`src/rtl/demux_1_16_pkg.sv`:
```
// ---------------------------------------------------------------------------
// Module : demux_pkg
// Brief  : Shared constants for the 1-to-16 lane demultiplexer.
// Rev    : 1.0  initial release
// ---------------------------------------------------------------------------
`default_nettype none

package demux_pkg;
  localparam int LANES         = 16;
  localparam int SEL_W         = 4;
  localparam int WIDTH_DEFAULT = 16;
endpackage

`default_nettype wire

```
`src/rtl/demux_1_16_if.sv`:
```
// ---------------------------------------------------------------------------
// Module : demux_1_16_if
// Brief  : Bundle of the demux data-path and handshake signals.
// Rev    : 1.0  initial release
// ---------------------------------------------------------------------------
`default_nettype none

interface demux_1_16_if #(
  parameter int WIDTH = demux_pkg::WIDTH_DEFAULT
);
  import demux_pkg::*;

  logic                   in_valid;
  logic [WIDTH-1:0]       in_data;
  logic [SEL_W-1:0]       sel;
  logic                   auto_mode;
  logic                   clear;
  logic [LANES-1:0]       out_ack;
  logic                   in_ready;
  logic [LANES*WIDTH-1:0] out_bus;
  logic [LANES-1:0]       lane_valid;
  logic [SEL_W-1:0]       ptr;
  logic                   full;

  // Source side: offers words, consumes lanes
  modport master (
    output in_valid, in_data, sel, auto_mode, clear, out_ack,
    input  in_ready, out_bus, lane_valid, ptr, full
  );

  // Demux side
  modport slave (
    input  in_valid, in_data, sel, auto_mode, clear, out_ack,
    output in_ready, out_bus, lane_valid, ptr, full
  );
endinterface

`default_nettype wire

```
`src/rtl/demux_1_16_dec_4_16.sv`:
```
// ---------------------------------------------------------------------------
// Module : dec_4_16
// Brief  : Combinational 4-to-16 one-hot decoder.
// Rev    : 1.0  initial release
// ---------------------------------------------------------------------------
`default_nettype none

module dec_4_16
  import demux_pkg::*;
(
  input  logic [SEL_W-1:0] sel,
  output logic [LANES-1:0] onehot
);

  // Exactly one bit set, at the position named by sel
  always_comb begin
    onehot      = '0;
    onehot[sel] = 1'b1;
  end

endmodule

`default_nettype wire

```
`src/rtl/demux_1_16.sv`:
```
// ---------------------------------------------------------------------------
// Module : demux_1_16
// Brief  : 1-to-16 registered demultiplexer with per-lane valid/ack,
//          manual (sel) or round-robin (ptr) lane targeting.
// Rev    : 1.0  initial release
// ---------------------------------------------------------------------------
`default_nettype none

module demux_1_16
  import demux_pkg::*;
#(
  parameter int WIDTH = WIDTH_DEFAULT
) (
  input  logic          clk,
  input  logic          rst_n,
  demux_1_16_if.slave   bus
);

  logic [SEL_W-1:0] w_target;
  logic [LANES-1:0] w_target_oh;
  logic             w_tgt_busy;
  logic             w_tgt_ack;
  logic             w_in_ready;
  logic             w_fire;
  logic [LANES-1:0] w_wr_en;

  logic [WIDTH-1:0] r_data [LANES];
  logic [LANES-1:0] r_valid;
  logic [SEL_W-1:0] r_ptr;

  assign w_target = bus.auto_mode ? r_ptr : bus.sel;

  dec_4_16 u_dec (
    .sel    (w_target),
    .onehot (w_target_oh)
  );

  // A lane accepts a word when empty, or when it is being drained this same
  // cycle; clear blocks acceptance so a flush can never race a write.
  assign w_tgt_busy = |(r_valid & w_target_oh);
  assign w_tgt_ack  = |(bus.out_ack & w_target_oh);
  assign w_in_ready = ~bus.clear & (~w_tgt_busy | w_tgt_ack);
  assign w_fire     = bus.in_valid & w_in_ready;
  assign w_wr_en    = w_fire ? w_target_oh : '0;

  // Per-lane data storage; only a fired write changes a lane's word
  for (genvar k = 0; k < LANES; k++) begin : g_lane
    always_ff @(posedge clk or negedge rst_n) begin
      if (!rst_n) begin
        r_data[k] <= '0;
      end else if (w_wr_en[k]) begin
        r_data[k] <= bus.in_data;
      end
    end
    assign bus.out_bus[k*WIDTH +: WIDTH] = r_data[k];
  end

  // Valid bits: write sets, ack clears, write wins over ack on the same lane
  always_ff @(posedge clk or negedge rst_n) begin
    if (!rst_n) begin
      r_valid <= '0;
    end else if (bus.clear) begin
      r_valid <= '0;
    end else begin
      r_valid <= (r_valid & ~bus.out_ack) | w_wr_en;
    end
  end

  // Round-robin pointer advances only on writes made in auto mode
  always_ff @(posedge clk or negedge rst_n) begin
    if (!rst_n) begin
      r_ptr <= '0;
    end else if (bus.clear) begin
      r_ptr <= '0;
    end else if (w_fire && bus.auto_mode) begin
      r_ptr <= r_ptr + 1'b1;
    end
  end

  assign bus.in_ready   = w_in_ready;
  assign bus.lane_valid = r_valid;
  assign bus.ptr        = r_ptr;
  assign bus.full       = &r_valid;

endmodule

`default_nettype wire

```
`src/flat_wrapper.sv`:
```
// flat-port wrapper written by rule: the top's interface ports become plain ports
module demux_1_16_flat import demux_pkg::*;
#(
  parameter int WIDTH = WIDTH_DEFAULT
)
  (clk, rst_n, bus_in_valid, bus_in_data, bus_sel, bus_auto_mode, bus_clear, bus_out_ack, bus_in_ready, bus_out_bus, bus_lane_valid, bus_ptr, bus_full);
  demux_1_16_if #(.WIDTH(WIDTH)) bus_i ();
  input  logic clk;
  input  logic rst_n;
  input wire logic [$bits(bus_i.in_valid)-1:0] bus_in_valid;
  input wire logic [$bits(bus_i.in_data)-1:0] bus_in_data;
  input wire logic [$bits(bus_i.sel)-1:0] bus_sel;
  input wire logic [$bits(bus_i.auto_mode)-1:0] bus_auto_mode;
  input wire logic [$bits(bus_i.clear)-1:0] bus_clear;
  input wire logic [$bits(bus_i.out_ack)-1:0] bus_out_ack;
  output wire logic [$bits(bus_i.in_ready)-1:0] bus_in_ready;
  output wire logic [$bits(bus_i.out_bus)-1:0] bus_out_bus;
  output wire logic [$bits(bus_i.lane_valid)-1:0] bus_lane_valid;
  output wire logic [$bits(bus_i.ptr)-1:0] bus_ptr;
  output wire logic [$bits(bus_i.full)-1:0] bus_full;
  assign bus_i.in_valid = bus_in_valid;
  assign bus_i.in_data = bus_in_data;
  assign bus_i.sel = bus_sel;
  assign bus_i.auto_mode = bus_auto_mode;
  assign bus_i.clear = bus_clear;
  assign bus_i.out_ack = bus_out_ack;
  assign bus_in_ready = bus_i.in_ready;
  assign bus_out_bus = bus_i.out_bus;
  assign bus_lane_valid = bus_i.lane_valid;
  assign bus_ptr = bus_i.ptr;
  assign bus_full = bus_i.full;
  demux_1_16 #(.WIDTH(WIDTH)) u_core (.clk(clk), .rst_n(rst_n), .bus(bus_i));
endmodule
```
`config.mk`:
```
export PLATFORM = sky130hd
export DESIGN_NAME = demux_1_16_flat
export DESIGN_NICKNAME = d
export VERILOG_FILES = /design/src/rtl/demux_1_16_pkg.sv /design/src/rtl/demux_1_16_if.sv /design/src/rtl/demux_1_16_dec_4_16.sv /design/src/rtl/demux_1_16.sv /design/src/flat_wrapper.sv
export SDC_FILE = /design/constraint.sdc
export NUM_CORES = 1
export LEC_CHECK = 0
export CORE_MARGIN = 2
export CORE_UTILIZATION = 44
export CTS_CLUSTER_SIZE = 14
export DETAILED_ROUTE_END_ITERATION = 7
export PLACE_DENSITY_LB_ADDON = 0.05
export REMOVE_ABC_BUFFERS = 1
export SLEW_MARGIN = 20
export SYNTH_ARGS = -nofsm -noshare
export SYNTH_HDL_FRONTEND = slang
export SYNTH_HIERARCHICAL = 1
export SYNTH_SLANG_ARGS = --single-unit
```
`constraint.sdc`:
```
create_clock -name clk -period 4.32 [get_ports clk]
set_clock_uncertainty 0.05 [all_clocks]
set_input_delay 0.864 -clock clk [delete_from_list [all_inputs] [get_ports clk]]
set_output_delay 0.864 -clock clk [all_outputs]
set_load 0.01 [all_outputs]
```
==> After elaboration in Yosys (flattened, before gate mapping) <==
Cells that the tools add are included.
{ "word_totals": {"out_inout_bits": 278, "inputBits": 41, "regBits": 276} }
{ "classes": {"bitwise": 10, "n_reduce_logical": 6, "mux": 7, "n_lt_le_gt_ge": 2, "addsub": 1} }
{ "op_table": {"columns": ["operator", "count"], "rows": [
  ["16-bit AND", 3],
  ["16-bit two-way mux", 2],
  ["16-bit OR reduction", 2],
  ["16-bit inverter", 1],
  ["16-bit OR", 1],
  ["16-bit AND reduction", 1],
  ["4-bit two-way mux", 3],
  ["4-bit by 5-bit less-than comparator with 1-bit output, second input constant", 1],
  ["4-bit by 1-bit adder with 4-bit output, second input constant", 1],
  ["1-bit demux with 4-bit select", 1],
  ["4-bit by 1-bit >= comparator with 1-bit output, second input constant", 1],
  ["1-bit AND", 2],
  ["1-bit logical AND", 2],
  ["1-bit inverter", 2],
  ["2-bit nonzero test", 1],
  ["1-bit two-way mux", 1],
  ["1-bit OR", 1]
]} }

==> Longest topological paths before layout <==
Gate-level depths: netlist of the first run.
{ "logic_depth": {"depth_word": 14, "ltp_mapped": 13} }

==> Hierarchy <==
Netlist of the first run, hierarchy kept.
{ "by_module_without_submodules": {"columns": ["mod", "instances", "cells_each", "area_per_inst_um2"], "rows": [
  ["demux_1_16", 1, 687, 11422.2],
  ["dec_4_16", 1, 20, 226.5]
]} }

==> Worst setup path after synthesis of the first run <==
Ideal clock, no wire load.
{ "synth_timing": {"path_kind": "in2out", "from": "input port bus_auto_mode", "to": "output port bus_in_ready", "path_buffers": 5, "path_slack_ps": -17, "arrival_time_ps": 3423, "cell_stages": 12, "path_cell_list": "clkbuf_1 mux2_2 buf_4 nor4b_2 a22o_1 a221oi_1 and4_1 or2_1 buf_6 buf_6 clkbuf_1 nor2b_1"} }
{ "synth_via": {"elab_chain_len": 10} }
{ "synth_lines": {"columns": ["element", "line_no", "text"], "rows": [
  ["start: declaration", "flat_wrapper.sv:13", "input wire logic [$bits(bus_i.auto_mode)-1:0] bus_auto_mode;"],
  ["4-bit two-way mux (*)", "demux_1_16.sv:31", "assign w_target = bus.auto_mode ? r_ptr : bus.sel;"],
  ["via u_core.w_target[0]", "demux_1_16.sv:19", "logic [SEL_W-1:0] w_target;"],
  ["4-bit by 5-bit less-than comparator with 1-bit output (not written as such) or 4-bit by 1-bit >= comparator with 1-bit output (tied branches)", "demux_1_16_dec_4_16.sv:18", "onehot[sel] = 1'b1;"],
  ["1-bit logical AND (not written as such)", "demux_1_16_dec_4_16.sv:18", null],
  ["1-bit two-way mux (not written as such)", "demux_1_16_dec_4_16.sv:18", null],
  ["1-bit demux with 4-bit select (*)", "demux_1_16_dec_4_16.sv:18", null],
  ["via u_core.w_target_oh[8]", "demux_1_16.sv:20", "logic [LANES-1:0] w_target_oh;"],
  ["16-bit AND", "demux_1_16.sv:40", "assign w_tgt_busy = |(r_valid & w_target_oh);"],
  ["16-bit OR reduction", "demux_1_16.sv:40", null],
  ["1-bit inverter", "demux_1_16.sv:42", "assign w_in_ready = ~bus.clear & (~w_tgt_busy | w_tgt_ack);"],
  ["1-bit OR (*)", "demux_1_16.sv:42", null],
  ["1-bit AND (*)", "demux_1_16.sv:42", null],
  ["end: declaration", "flat_wrapper.sv:16", "output wire logic [$bits(bus_i.in_ready)-1:0] bus_in_ready;"]
]} }
Mark *: on every way through the listed nets, which the timed path passes. The rest lies on a longest branch.

==> Worst setup path after layout of the first run <==
{ "layout_timing": {"from": "input port bus_sel[3]", "to": "output port bus_in_ready"} }
{ "layout_via": {"elab_chain_len": 10} }
{ "layout_lines": {"columns": ["element", "line_no", "text"], "rows": [
  ["start: declaration", "flat_wrapper.sv:12", "input wire logic [$bits(bus_i.sel)-1:0] bus_sel;"],
  ["4-bit two-way mux (*)", "demux_1_16.sv:31", null],
  ["via u_core.w_target[3]", "demux_1_16.sv:19", null],
  ["4-bit by 5-bit less-than comparator with 1-bit output (not written as such) or 4-bit by 1-bit >= comparator with 1-bit output (tied branches)", "demux_1_16_dec_4_16.sv:18", null],
  ["1-bit logical AND (not written as such)", "demux_1_16_dec_4_16.sv:18", null],
  ["1-bit two-way mux (not written as such)", "demux_1_16_dec_4_16.sv:18", null],
  ["1-bit demux with 4-bit select (*)", "demux_1_16_dec_4_16.sv:18", null],
  ["via u_core.w_target_oh[5]", "demux_1_16.sv:20", null],
  ["16-bit AND", "demux_1_16.sv:40", null],
  ["16-bit OR reduction", "demux_1_16.sv:40", null],
  ["1-bit inverter", "demux_1_16.sv:42", null],
  ["1-bit OR (*)", "demux_1_16.sv:42", null],
  ["1-bit AND (*)", "demux_1_16.sv:42", null]
]} }
Marks and branches as above.

==> results of run 1 <==
## timing repair
| action | 4_1_cts | 5_1_grt |
|---|---|---|
| gates resized for setup | 9 | 1 |
| setup buffers | 1 | 0 |
| setup endpoints to repair | 1 | 1 |
| gates cloned | 1 | 0 |
## kinds of logic after synthesis
| family | count (synthesis) | synth area share (%) |
|---|---|---|
| xor+xnor | 1 | 0.0752 |
| buf+inv | 65 | 3.30 |
| simple gates | 67 | 6.07 |
| mux | 263 | 28.6 |
| fa+ha+maj | 1 | 0.107 |
| compound gates | 34 | 2.52 |
| flops | 276 | 59.3 |
## registers in the layout, summed over array words and instances, names as in the netlist
name	cells
u_core/bus.lane_valid	16
u_core/bus.out_bus	256
u_core/bus.ptr	4
## layer usage
metal  GRT usage [%]  up-vias  part of all wire [%]
li1                -     3300                     -
met1            31.5     3785                    44
met2            36.1      244                    46
met3            6.51       51                   6.9
met4            6.26        0                   2.7
met5               0        -                     0
## metrics by stage
stage / power, uW / utilization, %
5_1_grt: 8390 / 64.5
2_1_floorplan: 4120 / -
4_1_cts: 8130 / 64.6
3_3_place_gp: 5390 / 60.3
6_report: 8040 / 64.5
3_5_place_dp: 5420 / 60.3
## synth_stat cells, drive strengths merged
master / instances / area share (%)
a221oi: 8 / 0.60
a22o: 8 / 0.60
a32oi: 16 / 1.2
and3: 1 / 0.054
and4: 2 / 0.15
and4b: 4 / 0.34
and4bb: 6 / 0.64
buf: 25 / 2.0
clkbuf: 24 / 0.77
dfrtp: 276 / 59
ha: 1 / 0.11
inv: 16 / 0.52
mux2: 262 / 29
mux2i: 1 / 0.086
nand2b: 2 / 0.11
nand4: 6 / 0.32
nand4b: 16 / 2.9
nor2: 19 / 0.61
nor2b: 4 / 0.21
nor4: 2 / 0.16
nor4b: 4 / 0.52
o2111ai: 1 / 0.075
o21ai: 1 / 0.043
or2: 1 / 0.054
xnor2: 1 / 0.075
## power groups by stage
stage               Clock (uW)  Sequential [uW]  Combinational [uW]
global placement             0             3320                2070
detailed placement           0             3340                2080
finish                    2670             3300                2060
floorplan                    0             3540                 580
global route              2850             3360                2180
CTS                       2740             3300                2090
## layout make-up
class                   instances  share of cell area [%]
flip-flops and latches        276                    41.1
multi-input cells             367                    26.1
clock buffers                  44                    5.50
inverters                      16                   0.357
well taps                     335                    2.49
repair buffers                381                    23.6
clock inverters                12                   0.804
## path summary, 6_finish.rpt
check / endpoint / cells past startpoint
setup / recovery: bus_in_ready / 10
max in group asynchronous: u_core/bus.lane_valid[5] / 2
hold reg to reg: u_core/bus.out_bus[217] / 1
min in group clk: u_core/bus.out_bus[217] / 1
setup reg to reg: u_core/bus.out_bus[181] / 10
hold / removal: u_core/bus.out_bus[60] / 1
==> results.json, run 1 <==
{
  "status": "finished clean",
  "rr_startpoint": "u_core/bus.ptr[0]",
  "dp_slack_ps": -377,
  "worstPathCellList": "clkdlybuf4s50_1, mux2_4, buf_4, and4bb_2, a22o_1, a221oi_1, and4_1, or2_2, nor2b_1, dlygate4sd2_1",
  "row_count": 59,
  "numCtsBuffers": 30,
  "final.fill_count": 1958,
  "cpMaxStageDelayCell": "clkdlybuf4s50_1",
  "whs_ps": 378,
  "netlist_area_um2": 11600,
  "path_clk_slew_ps": 60,
  "layout-drive-gt1-share_pct": 36.3,
  "root_buffer": "clkbuf_16",
  "finalHoldViolations": 0,
  "yosys_register_bits": 276,
  "syn_area_per_cell_um2": 16.5,
  "grt_pass1_wl_mm": 49.5,
  "ys_types": 33,
  "crit_type": "input port to primary output",
  "remaining_drc_errors": 0,
  "cts_sinks": 276,
  "grt_max_degree": 119,
  "grt_pass1_vias": 7606,
  "pwr-share-comb_pct": 25.7,
  "place_congestion": 0.817,
  "relSlewSlack_pct": 31.6,
  "regArea_um2": 6910,
  "yosysWarnings": 6,
  "crit_path_start": "bus_sel[3]",
  "rsz0062_at_grt": "no",
  "layout.nets": 1114,
  "crit_arrival_ps": 3270,
  "dieHeight_um": 167,
  "fp.coreArea_um2": 26100,
  "ys_seq_area_share_pct": 59.3,
  "layout_setup_ws_ps": 141,
  "fmax_mhz": 239,
  "crit_required_ps": 3410,
  "maxCapViolCount": 0,
  "final_common_cell": "clkdlybuf4s50_1",
  "grt_use_total_pct": 23.0,
  "crit_path_max_incr_delay_ps": 450,
  "die_w_um": 167,
  "start_util_pct": 44.7,
  "drtIter0Drc": 447,
  "cts_buffer_depth": 3,
  "cts_tree": "yes",
  "cts_max_level": 1,
  "startpoint_type": "input port",
  "portBuffers": 318,
  "ioPinCount": 319,
  "placed_area_um2": 15700,
  "clk_latency_ps": 540,
  "finalSetupViolations": 0,
  "worstMarginPinSlew_ps": 1030,
  "antenna_found_initial": 0,
  "firstDrtPassIters": 6,
  "final_max_slew_viol_count": 0,
  "ir_drop_mv": 0.492,
  "p_seq_share_pct": 41.1,
  "cts_hold_buf": 0,
  "r2r_slack_ps": 860,
  "hold_path.class": "input port to asynchronous set/reset pin",
  "postRouteWirelength_mm": 31.9,
  "fin_crit_sh_pct": 96.7,
  "tns_ps": 0,
  "power_density_nw_per_um2": 478,
  "grt-ovfl-total": 0,
  "power.share.switching_pct": 25.4,
  "vias": 7380,
  "viasPerCell": 5.16,
  "final_design_area_no_fill_um2": 16800,
  "cp_num_buf_inv": 3,
  "dp_cells": 1373,
  "ant_nets": 0,
  "dieArea_um2": 27800,
  "layout.cells.non_filler": 1431,
  "syn_to_final_growth_pct": 44.4,
  "end_kind": "primary output",
  "p_leak_uw": 0.00801,
  "finalCriticalPeriod_ps": 4180,
  "antennaDiodeCount": 0,
  "pwr-share-clk_pct": 33.3,
  "cp_top_family": "simple AND/OR/NAND/NOR gates",
  "syn_inst": 707,
  "wl_per_cell_um": 22.3,
  "mostFrequentLayoutCells": "314 x clkdlybuf4s50_1, 276 x dfrtp_1, 149 x mux2_2",
  "hpwlAfterDp_mm": 22.3,
  "p_int_uw": 6000,
  "power.switching_uw": 2040,
  "multi_input_area_um2": 4400,
  "critPathMaxFanout": 6
}
Note: power is estimated with default switching activity, not from simulation.
==> inputs of run 2 (changes only) <==
- CORE_ASPECT_RATIO: default -> 1.25
==> run 2 against run 1 <==
  * Combinational power about the same
  * Count of clock-buffer cells in the layout unchanged
  * Design area down 1.3%
  * Utilization down 0.76 points
  * Sequential power about the same
  * Setup slack worse by 19 ps
  * First-iteration DRC count down 47%
  * Largest power group unchanged
  * Global-route usage down 0.069 points
  * Worst hold slack worse by 110 ps
  * Critical endpoint unchanged
  * Register-to-register slack better by 40 ps
==> results.json, run 2 (synthesis gave the netlist of run 1 again) <==
{
  "status": "finished clean",
  "die_w_um": 150,
  "crit_type": "input port to primary output",
  "ioPinCount": 319,
  "placed_area_um2": 15600,
  "cts_sinks": 276,
  "cts_buffer_depth": 3,
  "antenna_found_initial": 0,
  "vias": 7307,
  "grt_pass1_vias": 7758,
  "end_kind": "primary output",
  "met2_usage_pct": 39.2,
  "cts_max_level": 1,
  "worstMarginPinSlew_ps": 944,
  "grtUsageMet3_pct": 6.35,
  "dieHeight_um": 186,
  "final_max_slew_viol_count": 0,
  "rsz0062_at_grt": "no",
  "place_congestion": 0.849,
  "wl_per_cell_um": 22.2,
  "grt_pass1_wl_mm": 48.4,
  "cpMaxStageDelayCell": "clkdlybuf4s50_1",
  "grtUsageMet1_pct": 28.9,
  "clk_latency_ps": 540,
  "fin_crit_sh_pct": 97.2,
  "fmax_mhz": 238,
  "critPathMaxFanout": 10,
  "crit_path_max_incr_delay_ps": 460,
  "layout-drive-gt1-share_pct": 35.5,
  "grt_max_degree": 86,
  "root_buffer": "clkbuf_16",
  "drtIter0Drc": 237,
  "gr-max-usage-layer": "met2",
  "p_leak_uw": 0.00789,
  "mostFrequentLayoutCells": "314 x clkdlybuf4s50_1, 276 x dfrtp_1, 148 x mux2_2",
  "maxCapViolCount": 0,
  "antennaDiodeCount": 0,
  "final_common_cell": "clkdlybuf4s50_1",
  "cts_tree": "yes",
  "ant_nets": 0,
  "startpoint_type": "input port",
  "dieArea_um2": 27800,
  "relSlewSlack_pct": 37.1,
  "crit_arrival_ps": 3280,
  "final_design_area_no_fill_um2": 16600,
  "layout.nets": 1107,
  "power_density_nw_per_um2": 467,
  "crit_required_ps": 3410,
  "grt-ovfl-total": 0,
  "worstPathCellList": "clkdlybuf4s50_1, mux2_4, buf_12, and4bb_1, a22o_1, a221oi_1, nand4_1, or2_2, nor2b_1, dlygate4sd2_1",
  "post_cts_buffers": 0,
  "finalSetupViolations": 0,
  "firstDrtPassIters": 4,
  "path_clk_slew_ps": 60,
  "viasPerCell": 5.12,
  "largest_reg_flops": 256,
  "remaining_drc_errors": 0,
  "start_util_pct": 44.8,
  "postRouteWirelength_mm": 31.7,
  "hold_path.class": "input port to asynchronous set/reset pin",
  "reg2reg_depth": 11,
  "fp.coreArea_um2": 26000,
  "portBuffers": 318,
  "finalCriticalPeriod_ps": 4200,
  "layout.cells.non_filler": 1426,
  "ir_drop_mv": 0.345,
  "hpwlAfterDp_mm": 22.0,
  "syn_to_final_growth_pct": 42.4,
  "power_uw": 7760,
  "dp_cells": 1375,
  "numCtsBuffers": 28,
  "grt_use_total_pct": 22.9,
  "row_count": 66,
  "finalHoldViolations": 0
}
[run 2: changes by cell type in the layout (fill, tap and decap cells not counted), sizes merged]
cell           previous run  this run
clkdlybuf4s15             0         1
clkinv                    9         7
buf                      65        61
clkbuf                   45        44
bufinv                    3         0
mux2                    263       262
[run 2: per-layer routing]
layer,vias to the layer above,routed length (um)
met5,-,0
met4,0,722
met3,40,2310
met2,226,15600
met1,3753,13100
li1,3288,-
[run 2: repair_timing]
item / in CTS / in global routing
endpoints found under the setup margin: 1 / 1
hold buffers: 0 / 0
pin swaps: 0 / 1
resized for setup: 9 / 0
[run 2: final cells by class]
| cell class | count | area (um2) |
|---|---|---|
| sequential | 276 | 6910 |
| inverter | 16 | 60.1 |
| tap | 340 | 425 |
| clock buffer | 44 | 881 |
| timing repair buffer | 377 | 3890 |
| clock inverter | 7 | 50.0 |
| multi-input combinational | 366 | 4380 |
| fill | 2032 | 9420 |
[run 2: critical path: cells and delay by family]
| kind | cells | cell delay, ps |
|---|---|---|
| AOI/OAI and AO/OA | 2 | 430 |
| buffers and inverters | 3 | 870 |
| muxes | 1 | 220 |
| and+or+nand+nor | 4 | 890 |
[run 2: final timing paths]
| path | start | endpoint | slack, ps |
|---|---|---|---|
| hold reg to reg | u_core/bus.out_bus[221] | u_core/bus.out_bus[221] | 440 |
| max in group asynchronous | rst_n | u_core/bus.out_bus[120] | 3040 |
| setup reg to reg | u_core/bus.ptr[2] | u_core/bus.out_bus[246] | 900 |
| hold / removal | rst_n | u_core/bus.out_bus[91] | 270 |
| setup / recovery | bus_sel[2] | bus_in_ready | 120 |
| min in group clk | u_core/bus.out_bus[221] | u_core/bus.out_bus[221] | 440 |
[run 2: report_power, final]
part	internal, uW	leakage, uW	total [uW]	switching, uW
clock	1390	0.000467	2390	993
sequential	3050	0.00362	3300	256
combinational	1300	0.00380	2060	766
[run 2: metrics by stage]
stage,hold WS (ps),TNS (ps),setup slack (ps),util [%]
after CTS,294,0,111,63.8
after global routing,313,0,5.00,63.8
after floorplan,484,-13720,-245,-
after detailed placement,434,-52120,-474,60.1
final,271,0,122,63.8
after global placement,424,-45280,-442,60.1
==> inputs of run 3 (changes only) <==
- CORE_MARGIN: 2 -> default
- SYNTH_HIERARCHICAL: 1 -> default
==> run 3 against run 2 <==
  * Design area decreased by 0.38%
  * Critical path depth decreased by 1
  * Count of clock-buffer cells in the layout unchanged
  * Clock power decreased by 5%
  * Fmax increased by 1.2%
  * Total power decreased by 3.9%
  * Non-clock buffer count decreased by 8
  * Combinational power decreased by 6%
==> results.json, run 3 <==
{
  "syn_to_final_growth_pct": 38.5,
  "vias": 7448,
  "tns_ps": 0,
  "finalCriticalPeriod_ps": 4150,
  "power_density_nw_per_um2": 451,
  "ant_nets": 0,
  "antennaDiodeCount": 0,
  "antenna_found_initial": 0,
  "grt_pass1_vias": 7788,
  "fp.coreArea_um2": 26700,
  "wl_per_cell_um": 24.0,
  "dieArea_um2": 27800,
  "final_common_cell": "clkdlybuf4s50_1",
  "cts_sinks": 276,
  "finalSetupViolations": 0,
  "post_cts_buffers": 0,
  "critPathMaxFanout": 4,
  "cts-resized-gates": 1,
  "netlist_area_um2": 11900,
  "die_w_um": 149,
  "crit_type": "input port to primary output",
  "synthTopCellsByCount": "276 x dfrtp_1, 135 x mux2_4, 122 x mux2_2",
  "synth.most_common_cell": "dfrtp_1",
  "crit_required_ps": 3410,
  "viasPerCell": 5.15,
  "maxCapViolCount": 0,
  "cts_max_level": 1,
  "cts_hold_buf": 0,
  "postRouteWirelength_mm": 34.6,
  "drtIter0Drc": 291,
  "regArea_um2": 6910,
  "remaining_drc_errors": 0,
  "syn_inst": 728,
  "start_util_pct": 44.6,
  "root_buffer": "clkbuf_16",
  "end_kind": "primary output",
  "syn_area_per_cell_um2": 16.4,
  "fmax_mhz": 241,
  "ys_types": 50,
  "cts_tree": "yes",
  "place_congestion": 0.891,
  "yosys_register_bits": 276,
  "p_leak_uw": 0.00771,
  "numCtsBuffers": 28,
  "firstDrtPassIters": 4,
  "yosysWarnings": 0,
  "fin_crit_sh_pct": 96.0,
  "mostFrequentLayoutCells": "316 x clkdlybuf4s50_1, 276 x dfrtp_1, 135 x mux2_4",
  "clk_latency_ps": 540,
  "synthArstFlopShare_pct": 100,
  "synth_edf_count": 0,
  "hold_path.class": "input port to asynchronous set/reset pin",
  "ys_seq_area_share_pct": 57.9,
  "synth_area_leader_cell": "dfrtp_1",
  "largest_reg_flops": 256,
  "multi_input_area_um2": 4700,
  "hpwlAfterDp_mm": 24.6,
  "synth_top_area_share_pct": 57.9,
  "grt_use_total_pct": 25.0,
  "path_clk_slew_ps": 60,
  "dieHeight_um": 186,
  "layout.nets": 1123,
  "startpoint_type": "input port",
  "synth_area_leaders": "dfrtp_1 58%, mux2_4 17%, mux2_2 12%, nand4_4 2.7%, buf_6 1.7%",
  "worstMarginPinSlew_ps": 903,
  "grt_pass1_wl_mm": 51.0,
  "status": "finished clean",
  "power_uw": 7450,
  "ir_drop_mv": 0.365,
  "layout-drive-gt1-share_pct": 34.2,
  "final.fill_count": 2078,
  "synth_top_flop_cell": "dfrtp_1",
  "row_count": 67,
  "grt_max_degree": 113,
  "ioPinCount": 319,
  "relSlewSlack_pct": 39.8,
  "crit_arrival_ps": 3230,
  "finalHoldViolations": 0,
  "cts_buffer_depth": 3,
  "final_max_slew_viol_count": 0,
  "portBuffers": 318,
  "grt-ovfl-total": 0
}
run 3: cells by family after synthesis:
group,Yosys count,share of synthesized area (%)
compound gates,57,3.81
flops,276,57.9
simple gates,86,6.59
buf+inv,49,2.94
fa+ha+maj,1,0.105
mux,259,28.7
run 3: layout make-up:
cell class / count / share of cell area (%)
clock buffers: 44 / 4.97
well taps: 345 / 2.61
clock inverters: 5 / 0.167
inverters: 3 / 0.0681
multi-input cells: 403 / 28.4
repair buffers: 369 / 22.0
flip-flops and latches: 276 / 41.8
run 3: final timing paths:
check / start / to / slack (ps) / depth (start not counted)
worst max-delay path: bus_sel[1] / bus_in_ready / 170 / 9
worst min-delay path: rst_n / u_core.bus.out_bus[60] / 330 / 1
worst max register to register: u_core.bus.ptr[0] / u_core.bus.out_bus[100] / 1150 / 10
worst min register to register: u_core.bus.out_bus[195] / u_core.bus.out_bus[195] / 450 / 1
max in group asynchronous: rst_n / u_core.bus.out_bus[15] / 2920 / 2
min in group clk: u_core.bus.out_bus[195] / u_core.bus.out_bus[195] / 450 / 1
run 3: stage by stage:
step	hold WS, ps	worst slack, ps	utilization, %	cell area [um2]	cells
after floorplan	500	229	-	11600	682
after global placement	436	-42.8	58.6	15700	1396
after detailed placement	440	-52.0	58.6	15700	1396
after CTS	377	138	61.8	16500	1445
after global routing	404	-7.47	61.8	16500	1445
final	328	172	61.8	16500	1445
run 3: worst max-delay path, stage by stage:
cell and delay, ps:
clkdlybuf4s50_1 540, or3b_1 400, a21boi_0 190, buf_4 140, o31ai_1 70, and4b_1 220, nand4_2 110, nor2b_1 150
clkdlybuf4s50_1 540
run 3: power breakdown:
group	leakage, uW	internal, uW	switching (uW)
clock network	0.000415	1300	987
logic	0.00367	1200	731
registers	0.00363	3010	232
total	0.00771	5500	1950
run 3: layer usage:
layer | share of wire, % | GRT usage (%) | up-vias
met5 | 0 | 0 | -
met4 | 1.7 | 5.71 | 0
met3 | 6.8 | 6.25 | 35
met2 | 49 | 41.4 | 219
met1 | 43 | 33.1 | 3870
li1 | - | - | 3324
